--- src/rtl/pad_input_filter.sv ---
// Input conditioning for one pad: synchronizes the raw pad level, rejects glitches
// shorter than a programmable length, and reports accepted edges as pulses and sticky flags.
module pad_input_filter #(
    parameter int unsigned SYNC_STAGES = 2,
    parameter int unsigned CNT_WIDTH   = 8,
    parameter logic        RST_VAL     = 1'b0
) (
    input  logic                 clk_i,
    input  logic                 rst_ni,
    input  logic                 pad_i,
    input  logic                 en_i,
    input  logic [CNT_WIDTH-1:0] filt_len_i,
    input  logic                 clr_i,
    output logic                 level_o,
    output logic                 rise_o,
    output logic                 fall_o,
    output logic                 rise_evt_o,
    output logic                 fall_evt_o
);

    localparam logic [CNT_WIDTH-1:0] CNT_ONE = 1;

    logic [SYNC_STAGES-1:0] sync_q;
    logic                   sync;
    logic [CNT_WIDTH-1:0]   cnt_q;
    logic                   differ;
    logic                   accept;

    // Synchronizer keeps running while the filter is disabled so re-enabling sees a settled value.
    always_ff @(posedge clk_i or negedge rst_ni) begin
        if (!rst_ni) begin
            sync_q <= {SYNC_STAGES{RST_VAL}};
        end else begin
            sync_q <= {sync_q[SYNC_STAGES-2:0], pad_i};
        end
    end

    assign sync   = sync_q[SYNC_STAGES-1];
    assign differ = (sync != level_o);
    // The >= compare lets a shortened filter length take effect at once without overflow.
    assign accept = en_i && differ && (cnt_q >= filt_len_i);

    always_ff @(posedge clk_i or negedge rst_ni) begin
        if (!rst_ni) begin
            cnt_q <= '0;
        end else if (!en_i || !differ || accept) begin
            cnt_q <= '0;
        end else begin
            cnt_q <= cnt_q + CNT_ONE;
        end
    end

    always_ff @(posedge clk_i or negedge rst_ni) begin
        if (!rst_ni) begin
            level_o <= RST_VAL;
            rise_o  <= 1'b0;
            fall_o  <= 1'b0;
        end else begin
            rise_o <= accept && sync;
            fall_o <= accept && !sync;
            if (accept) begin
                level_o <= sync;
            end
        end
    end

    // Flags set on the accepting edge and again while the pulse is visible, so a clear
    // that coincides with either loses to the new edge.
    always_ff @(posedge clk_i or negedge rst_ni) begin
        if (!rst_ni) begin
            rise_evt_o <= 1'b0;
            fall_evt_o <= 1'b0;
        end else begin
            rise_evt_o <= (accept && sync)  || rise_o || (rise_evt_o && !clr_i);
            fall_evt_o <= (accept && !sync) || fall_o || (fall_evt_o && !clr_i);
        end
    end

endmodule

--- config.mk ---
export PLATFORM = sky130hd
export DESIGN_NAME = pad_input_filter
export DESIGN_NICKNAME = d
export VERILOG_FILES = /design/src/rtl/pad_input_filter.sv
export SDC_FILE = /design/constraint.sdc
export NUM_CORES = 1
export LEC_CHECK = 0
export CORE_MARGIN = 2
export CORE_UTILIZATION = 50
export CTS_BUF_LIST = sky130_fd_sc_hd__clkbuf_16
export DETAILED_ROUTE_END_ITERATION = 7
export GPL_TIMING_DRIVEN = 0
export HOLD_SLACK_MARGIN = 0.15
export PLACE_DENSITY = 0.76
export SETUP_SLACK_MARGIN = 0.15
export SYNTH_ARGS = -nofsm -noshare
export SYNTH_HDL_FRONTEND = slang
export SYNTH_SLANG_ARGS = --single-unit
--- constraint.sdc ---
create_clock -name clk_i -period 2 [get_ports clk_i]
set_input_delay 0.4 -clock clk_i [delete_from_list [all_inputs] [get_ports clk_i]]
set_output_delay 0.4 -clock clk_i [all_outputs]
set_load 0.1 [all_outputs]
Word level (Yosys, flattened, before mapping)
Index checks and enable logic that the tools add are counted.
{"block": "totals", "register_bits": 15, "latch_bits": 0, "mem_bits_rw": 0, "rom_bits": 0, "output_inout_bits": 5, "wordCells": 27, "memories": 0}
{"block": "op_classes", "addsub": 1, "multipliers": 0, "n_div": 0, "order_cmp": 1, "eq_ne": 1, "n_shift": 0, "n_mux": 1, "n_bitwise": 0, "n_reduce_logical": 16}
{"operator": "8-bit by 1-bit adder with 8-bit output, second input constant", "count": 1}
{"operator": "8-bit >= comparator", "count": 1}
{"operator": "8-bit 2-to-1 mux", "count": 1}
{"operator": "1-bit logical AND", "count": 6}
{"operator": "1-bit logical OR", "count": 6}
{"operator": "1-bit zero test", "count": 4}
{"operator": "1-bit inequality test", "count": 1}

Longest topological paths before layout
Gate-level depths: netlist of run 1.
{"block": "depth", "depth_word": 6, "mapped_depth": 7}

Worst setup path before layout of run 1
Ideal clock, no wire load.
{"block": "synth_path", "path_kind": "register to register", "start": "register level_o", "end": "register fall_evt_o", "arrival_time_ns": 1.841, "required_ns": 1.873, "path_slack_ns": 0.032, "stages_incl_launch_ff": 5, "path_buffers": 0, "period_less_slack_ns": 1.968, "path_cell_list": "dfrtp_1 xor2_1 nand2_1 inv_1 a311o_1"}
{"block": "synth_via", "elab_chain_len": 6}
{"element": "start, declared", "line_no": "14", "rtl": "output logic level_o,"}
{"element": "start signal, assigned", "line_no": "62", "rtl": "level_o <= sync;"}
{"element": "1-bit inequality test", "line_no": "39", "rtl": "assign differ = (sync != level_o);"}
{"element": "1-bit logical AND (2 in a row)", "line_no": "41", "rtl": "assign accept = en_i && differ && (cnt_q >= filt_len_i);"}
{"element": "1-bit logical AND", "line_no": "75", "rtl": "fall_evt_o <= (accept && !sync) || fall_o || (fall_evt_o && !clr_i);"}
{"element": "1-bit logical OR (2 in a row)", "line_no": "75"}
{"element": "end signal, assigned", "line_no": "75"}
{"element": "end, declared", "line_no": "18", "rtl": "output logic fall_evt_o"}
Every way passes these cells.
A chain may end at the register's enable or synchronous reset.

Worst setup path in the final report of run 1
{"block": "layout_path", "start": "register level_o", "end": "output level_o"}
No word-level cell between the ends.

==> impl_summary.txt, run 1 <==
----------------------------------------------------
[Yosys]
  Number of flops mapped to enable cells by yosys ... 0
  Fraction of registers with async set/reset ... 100.0%
  Yosys Warn Count ... 0
  Syn Inst Count ... 83
  Per-instance average area after synthesis ... 11.11 µm²
  Top cells by area in the synthesized netlist ... sky130_fd_sc_hd__dfrtp_1 (41%), sky130_fd_sc_hd__ha_1 (12%), sky130_fd_sc_hd__nor3_2 (8.7%)
  Most used standard cell by instance count after synthesis ... sky130_fd_sc_hd__dfrtp_1
  Post-synth top area share ... 40.71%
  Most used flip-flop cell after synthesis ... sky130_fd_sc_hd__dfrtp_1
  Netlist cell types ... 24
  Cell type contributing the most total cell area after synthesis ... sky130_fd_sc_hd__dfrtp_1
  Post-synthesis instance area ... 922.1 µm²
  Synth top cells by count ... sky130_fd_sc_hd__dfrtp_1 (15), sky130_fd_sc_hd__inv_1 (12), sky130_fd_sc_hd__ha_1 (9), sky130_fd_sc_hd__nor3_2 (8)
  Register area share after synthesis ... 40.71%
  Total nets after synthesis ... 105
  #FFs+latches synth ... 15

[Placement]
  GP Congestion ... 0.6993
  HPWL after detailed placement ... 1232 µm
  Count of buffers inserted at the top-level ports ... 17

[Clocking]
  Clk pin slew, worst setup/hold paths ... 0.05 ns
  Number of buffers on the longest clock path ... 2
  Root Buffer ... sky130_fd_sc_hd__clkbuf_16
  Count of clock tree sinks ... 15
  H-tree Lvls ... 1
  CTS buffer count ... 3
  Clock insertion delay at the later pin of the skew report ... 0.24 ns
  Clock tree from TritonCTS ... yes

[Run status]
  Outcome ... complete, no violations

[Cells and area]
  Inserted Diodes ... 0
  Final Net Count ... 131
  Proportion of layout cells with a drive suffix above 1 ... 37.96%
  Synthesis-to-layout area growth ... 46.68%
  Fraction of the core area covered by cells at the end of the flow ... 78.33%

[Power]
  Leakage ... 0.5918 nW
  Worst ir drop on vdd ... 0.8858 mV
  Pwr dens ... 587.6 nW/µm²

[Critical path]
  Source of the worst register-to-register timing path ... cnt_q[5]
  Startpoint of the worst setup timing path ... level_o
  Delay of the slowest cell on the worst path ... 0.83 ns
  Depth of the worst register-to-register path ... 5
  Worst setup path class ... reg2out
  Worst path depth ... 1
  Max FO, Critical Path ... 5
  Worst endpoint data arrival time ... 1.48 ns
  Gate family responsible for the most delay along the worst path ... buffers and inverters
  Number of buffer and inverter stages on the critical path ... 1
  Max stage delay cell, worst path ... sky130_fd_sc_hd__clkdlybuf4s15_1
  Endpoint required time on the critical path ... 1.60 ns
  Setup crit start kind ... flip-flop
  Endpoint type of the worst setup path ... output pin
  Critical path, cell by cell ... clkdlybuf4s15_1

[GRT]
  Combined global-route utilization of all metal layers ... 20.19%
  Maximum number of pins on one net before global-route repair ... 16
  First-pass GRT wire length ... 2960 µm
  Leftover overflow at the end of global routing ... 0
  Via count of the first global-routing pass ... 684
  Initial antenna violation count ... 0

[STA]
  Max-slew violation count ... 0
  RSZ-0062 raised after global routing ... yes
  Maximum achievable frequency ... 0.5332 GHz
  Setup skew after layout ... 0.002939 ns
  Worst slew margin relative to its limit ... 36.62%
  Final setup vio count ... 0
  Hold Worst Slack ... 0.3484 ns
  Hold violation count in the final report ... 0
  Share of the cycle needed by the critical path after routing ... 93.76%
  Post-layout minimum cycle time ... 1.875 ns
  Slew at the pin with the worst max-slew slack ... 0.9544 ns

[Detailed routing]
  Antenna Violating Nets Remaining ... 0
  DRC violation total after the first TritonRoute iteration ... 8
  Average wire length per cell after detail routing ... 15.29 µm
  Routed via count ... 705
  DRT Wirelength ... 2034 µm
  Avg Vias per Cell ... 5.301
  First-pass iteration count of the detailed router ... 2
  DRC violation count after routing ... 0

[Worst hold path]
  Number of cells on the worst hold path ... 0
  HP Start ... sync_q[0]
  Hold Crit Class ... reg2reg

[Die]
  Effective utilization at floorplan ... 53.41%
  Full die area ... 2204 µm²
  Core box area ... 1727 µm²
  Chip Height ... 46.95 µm
  Num ports ... 18
  Width of the die ... 46.95 µm
  Row cnt ... 15

[Run]
  Max-capacitance violation count ... 0

----------------------------------------------------
-- timing repair --
action / 4_1_cts / 5_1_grt
gates resized for setup: 30 / 14
hold buffers: 0 / 0
setup endpoints to repair: 18 / 17
pin swaps: 16 / 3
cloned: 1 / 0
buffers inserted: 3 / 0
-- metal layers --
metal,wire length [µm],vias up,GRT usage [%]
li1,-,341,-
met1,959,352,25.49
met2,1000,10,33.97
met3,60,2,5.000
met4,14,0,6.667
met5,0,-,0
-- worst paths after layout --
path	slack (ns)	endpoint
setup / recovery	0.12	level_o
hold / removal	0.35	sync_q[1]
setup reg to reg	0.16	rise_evt_o
hold reg to reg	0.35	sync_q[1]
max in group asynchronous	0.97	cnt_q[0]
min in group asynchronous	0.57	sync_q[1]
-- report_power, final --
part / switching (W) / total (W) / internal [W]
Clock: 0.000117 / 0.000384 / 0.000267
Sequential: 0.00000492 / 0.000314 / 0.000309
Combinational: 0.0000497 / 0.0000972 / 0.0000475
-- stage by stage --
step	area (µm²)	setup TNS [ns]	power [W]	worst slack (ns)	instances
floorplan	923.4	0	0.0003600	0.1679	83
global placement	1125	-2.932	0.0003971	-0.3101	125
detailed placement	1125	-3.247	0.0003990	-0.3383	125
CTS	1304	0	0.0007930	0.09817	133
global route	1353	0	0.0008327	0.08909	133
finish	1353	0	0.0007947	0.1247	133
-- placed cells by master, fill, tap and decap left out, types with 4 or more instances in the layout --
| master | netlist | final |
|---|---|---|
| sky130_fd_sc_hd__nand3_1 | 6 | 6 |
| sky130_fd_sc_hd__xor2_1 | 6 | 6 |
| sky130_fd_sc_hd__clkdlybuf4s15_1 | 0 | 5 |
| sky130_fd_sc_hd__dfrtp_1 | 15 | 13 |
| sky130_fd_sc_hd__inv_1 | 12 | 6 |
| sky130_fd_sc_hd__inv_2 | 0 | 6 |
| sky130_fd_sc_hd__ha_4 | 0 | 6 |
| sky130_fd_sc_hd__dlygate4sd2_1 | 0 | 8 |
| sky130_fd_sc_hd__clkdlybuf4s50_1 | 0 | 4 |
| sky130_fd_sc_hd__nor3_2 | 8 | 5 |
-- area by class of cell --
cell class	count	area, µm²
Inverter	12	45.04
Tap cell	25	31.28
Clock buffer	3	75.07
Sequential cell	15	377.9
Fill cell	116	374.1
Buffer	1	11.26
Clock inverter	1	5.005
Timing Repair Buffer	21	193.9
Multi-Input combinational cell	55	613.1
-- logic make-up after synthesis --
kind of cell / count (synthesis) / share of synthesized area [%]
DFF: 15 / 40.71
adders and majority gates: 9 / 12.21
AOI/OAI and AO/OA: 11 / 13.16
buffers and inverters: 13 / 6.105
and+or+nand+nor: 28 / 21.17
xor gates and xnor gates: 7 / 6.649
-- flip-flops by register name, indices dropped and copies added, names as in the netlist --
| name | count |
|---|---|
| fall_evt_o | 1 |
| level_o | 1 |
| sync_q | 2 |
| fall_o | 1 |
| rise_o | 1 |
| rise_evt_o | 1 |
| cnt_q | 8 |
(Power assumes the default switching activity.)
==> run 2, diff against run 1 <==
- CTS_BUF_LIST: sky130_fd_sc_hd__clkbuf_16 -> default
- SKIP_LAST_GASP: default -> 1
==> impl_summary.txt, run 2 (synthesis results as in run 1) <==
----------------------------------------------------
[Detailed routing]
  First-pass iteration count of the detailed router ... 4 (was 2)
  Average wire length per cell after detail routing ... 14.36 µm (was 15.29 µm)
  Antenna Violating Nets Remaining ... 0 (unchanged)
  Routed via count ... 719 (was 705)
  DRT Wirelength ... 1896 µm (was 2034 µm)
  DRC violation total after the first TritonRoute iteration ... 5 (was 8)
  DRC violation count after routing ... 0 (unchanged)
  Avg Vias per Cell ... 5.447 (was 5.301)

[Critical path]
  Setup crit start kind ... flip-flop (unchanged)
  Delay of the slowest cell on the worst path ... 0.45 ns (was 0.83 ns)
  Endpoint type of the worst setup path ... flip-flop (was output pin)
  Critical path, cell by cell ... ha_4, a211o_1, a21oi_2, o31ai_4, a311o_1 (was clkdlybuf4s15_1)
  Endpoint required time on the critical path ... 2.18 ns (was 1.60 ns)
  Max stage delay cell, worst path ... sky130_fd_sc_hd__dfrtp_2 (was sky130_fd_sc_hd__clkdlybuf4s15_1)
  Worst setup path class ... reg2reg (was reg2out)
  Worst endpoint data arrival time ... 2.04 ns (was 1.48 ns)
  Max FO, Critical Path ... 4 (was 5)

[Placement]
  Count of buffers inserted at the top-level ports ... 17 (unchanged)
  HPWL after detailed placement ... 1232 µm (unchanged)
  Dpl ws ... -0.3383 ns (unchanged)
  Number of placed instances with taps included ... 125 (unchanged)
  GP Congestion ... 0.6993 (unchanged)

[Power]
  Clk pwr share ... 29.8% (was 48.3%)
  Net switching power ... 0.0001531 W (was 0.0001719 W)
  Power after layout ... 0.0005832 W (was 0.0007947 W)
  Leakage ... 0.5970 nW (was 0.5918 nW)
  Gate power share ... 16.6% (was 12.2%)
  Sequential share of power ... 53.6% (was 39.5%)
  Pwr dens ... 439.3 nW/µm² (was 587.6 nW/µm²)
  Switching share of power ... 26.24% (was 21.63%)
  Int Power ... 0.0004302 W (was 0.0006228 W)
  Worst ir drop on vdd ... 0.3568 mV (was 0.8858 mV)

[Die]
  Core box area ... 1727 µm² (unchanged)
  Width of the die ... 46.95 µm (unchanged)
  Full die area ... 2204 µm² (unchanged)
  Chip Height ... 46.95 µm (unchanged)
  Effective utilization at floorplan ... 53.41% (unchanged)
  Row cnt ... 15 (unchanged)
  Num ports ... 18 (unchanged)

[Cells and area]
  Inserted Diodes ... 0 (unchanged)
  Proportion of layout cells with a drive suffix above 1 ... 44.86% (was 37.96%)
  Fraction of the core area covered by cells at the end of the flow ... 76.88% (was 78.33%)
  Finished Layout Cells ... 132 (was 133)
  Filler cells ... 108 (was 116)
  Most frequent cells in the layout ... sky130_fd_sc_hd__dfrtp_1 (12), sky130_fd_sc_hd__inv_2 (7), sky130_fd_sc_hd__ha_4 (7) (was sky130_fd_sc_hd__dfrtp_1 (13), sky130_fd_sc_hd__dlygate4sd2_1 (8))
  Biggest register ... cnt_q (unchanged)
  Synthesis-to-layout area growth ... 43.96% (was 46.68%)
  Number of flip-flops in the largest register ... 8 (unchanged)
  Final Net Count ... 130 (was 131)
  Commonest non-fill, non-tap cell in the layout ... sky130_fd_sc_hd__dfrtp_1 (unchanged)
  Leading registers by flop count ... cnt_q (8), sync_q (2) (unchanged)

[STA]
  Slew at the pin with the worst max-slew slack ... 0.6746 ns (was 0.9544 ns)
  Post-layout minimum cycle time ... 1.858 ns (was 1.875 ns)
  RSZ-0062 raised after global routing ... yes (unchanged)
  Worst slew margin relative to its limit ... 54.89% (was 36.62%)
  Share of the cycle needed by the critical path after routing ... 92.88% (was 93.76%)
  Hold violation count in the final report ... 0 (unchanged)
  Final setup vio count ... 0 (unchanged)
  Maximum achievable frequency ... 0.5383 GHz (was 0.5332 GHz)
  PnR worst setup slack ... 0.1425 ns (was 0.1247 ns)
  Max-slew violation count ... 0 (unchanged)
  Setup skew after layout ... 0.002154 ns (was 0.002939 ns)

[Clocking]
  Clock insertion delay at the later pin of the skew report ... 0.29 ns (was 0.24 ns)
  Root Buffer ... sky130_fd_sc_hd__clkbuf_4 (was sky130_fd_sc_hd__clkbuf_16)
  CTS buffer count ... 3 (unchanged)
  Number of buffers on the longest clock path ... 2 (unchanged)
  Clk pin slew, worst setup/hold paths ... 0.09 ns (was 0.05 ns)
  H-tree Lvls ... 1 (unchanged)
  Clock tree from TritonCTS ... yes (unchanged)
  Count of clock tree sinks ... 15 (unchanged)

[Worst hold path]
  Hold Crit Class ... reg2reg (unchanged)

[Run status]
  Outcome ... complete, no violations (unchanged)

[GRT]
  Maximum number of pins on one net before global-route repair ... 16 (unchanged)
  First-pass GRT wire length ... 3029 µm (was 2960 µm)
  Leftover overflow at the end of global routing ... 0 (unchanged)
  Initial antenna violation count ... 0 (unchanged)
  Combined global-route utilization of all metal layers ... 20.19% (unchanged)
  Via count of the first global-routing pass ... 694 (was 684)

[Run]
  Max-capacitance violation count ... 0 (unchanged)

----------------------------------------------------
run 2: repair_timing:
item / CTS / global route
hold buffers: 0 / 0
cloned: 1 / 0
resized for setup: 30 / 20
setup buffers: 1 / 1
endpoints found under the setup margin: 18 / 13
pin swaps: 13 / 8
run 2: path summary, 6_finish.rpt:
path / cells after the start / slack, ns / from / endpoint
min reg2reg: 0 / 0.36 / sync_q[0] / sync_q[1]
min: 0 / 0.36 / sync_q[0] / sync_q[1]
max reg2reg: 5 / 0.14 / cnt_q[5] / rise_evt_o
min in group asynchronous: 1 / 0.52 / rst_ni / cnt_q[3]
max: 5 / 0.14 / cnt_q[5] / rise_evt_o
max in group asynchronous: 1 / 1.01 / rst_ni / cnt_q[5]
run 2: power groups by stage:
stage                      logic, W  registers, W  clock network, W
after detailed placement  0.0000800      0.000319                 0
after global routing       0.000106      0.000314          0.000197
final                     0.0000966      0.000313          0.000174
after floorplan           0.0000405      0.000319                 0
after CTS                 0.0000891      0.000312          0.000178
after global placement    0.0000782      0.000319                 0
run 2: critical path: cells and delay by family, from the launching register on:
kind / cells / cell delay [ns]
compound gates: 4 / 1.05
fa+ha+maj: 1 / 0.25
flops: 1 / 0.45
run 2: final cells by class:
type	count	area (µm²)	area share (%)
Multi-Input combinational cell	55	621.8	46.84
Sequential cell	15	379.1	28.56
Timing Repair Buffer	20	211.5	15.93
Inverter	12	45.04	3.393
Tap cell	25	31.28	2.356
Clock buffer	3	22.52	1.697
Buffer	1	11.26	0.8483
Clock inverter	1	5.005	0.3770
run 2: per-stage QoR:
step                      instance area, µm²  hold WS, ns  setup TNS, ns
after detailed placement                1125       0.3395         -3.247
final                                   1328       0.3578              0
after floorplan                        923.4       0.1044              0
after global placement                  1125       0.3362         -2.932
after global routing                    1328       0.3761              0
after CTS                               1230       0.3610              0
run 2: layer usage:
layer,GRT usage [%],vias to the layer above,share of wire (%)
li1,-,348,-
met1,26.23,353,45
met2,33.42,14,51
met3,3.462,4,2.0
met4,8.333,0,1.4
met5,0,-,0
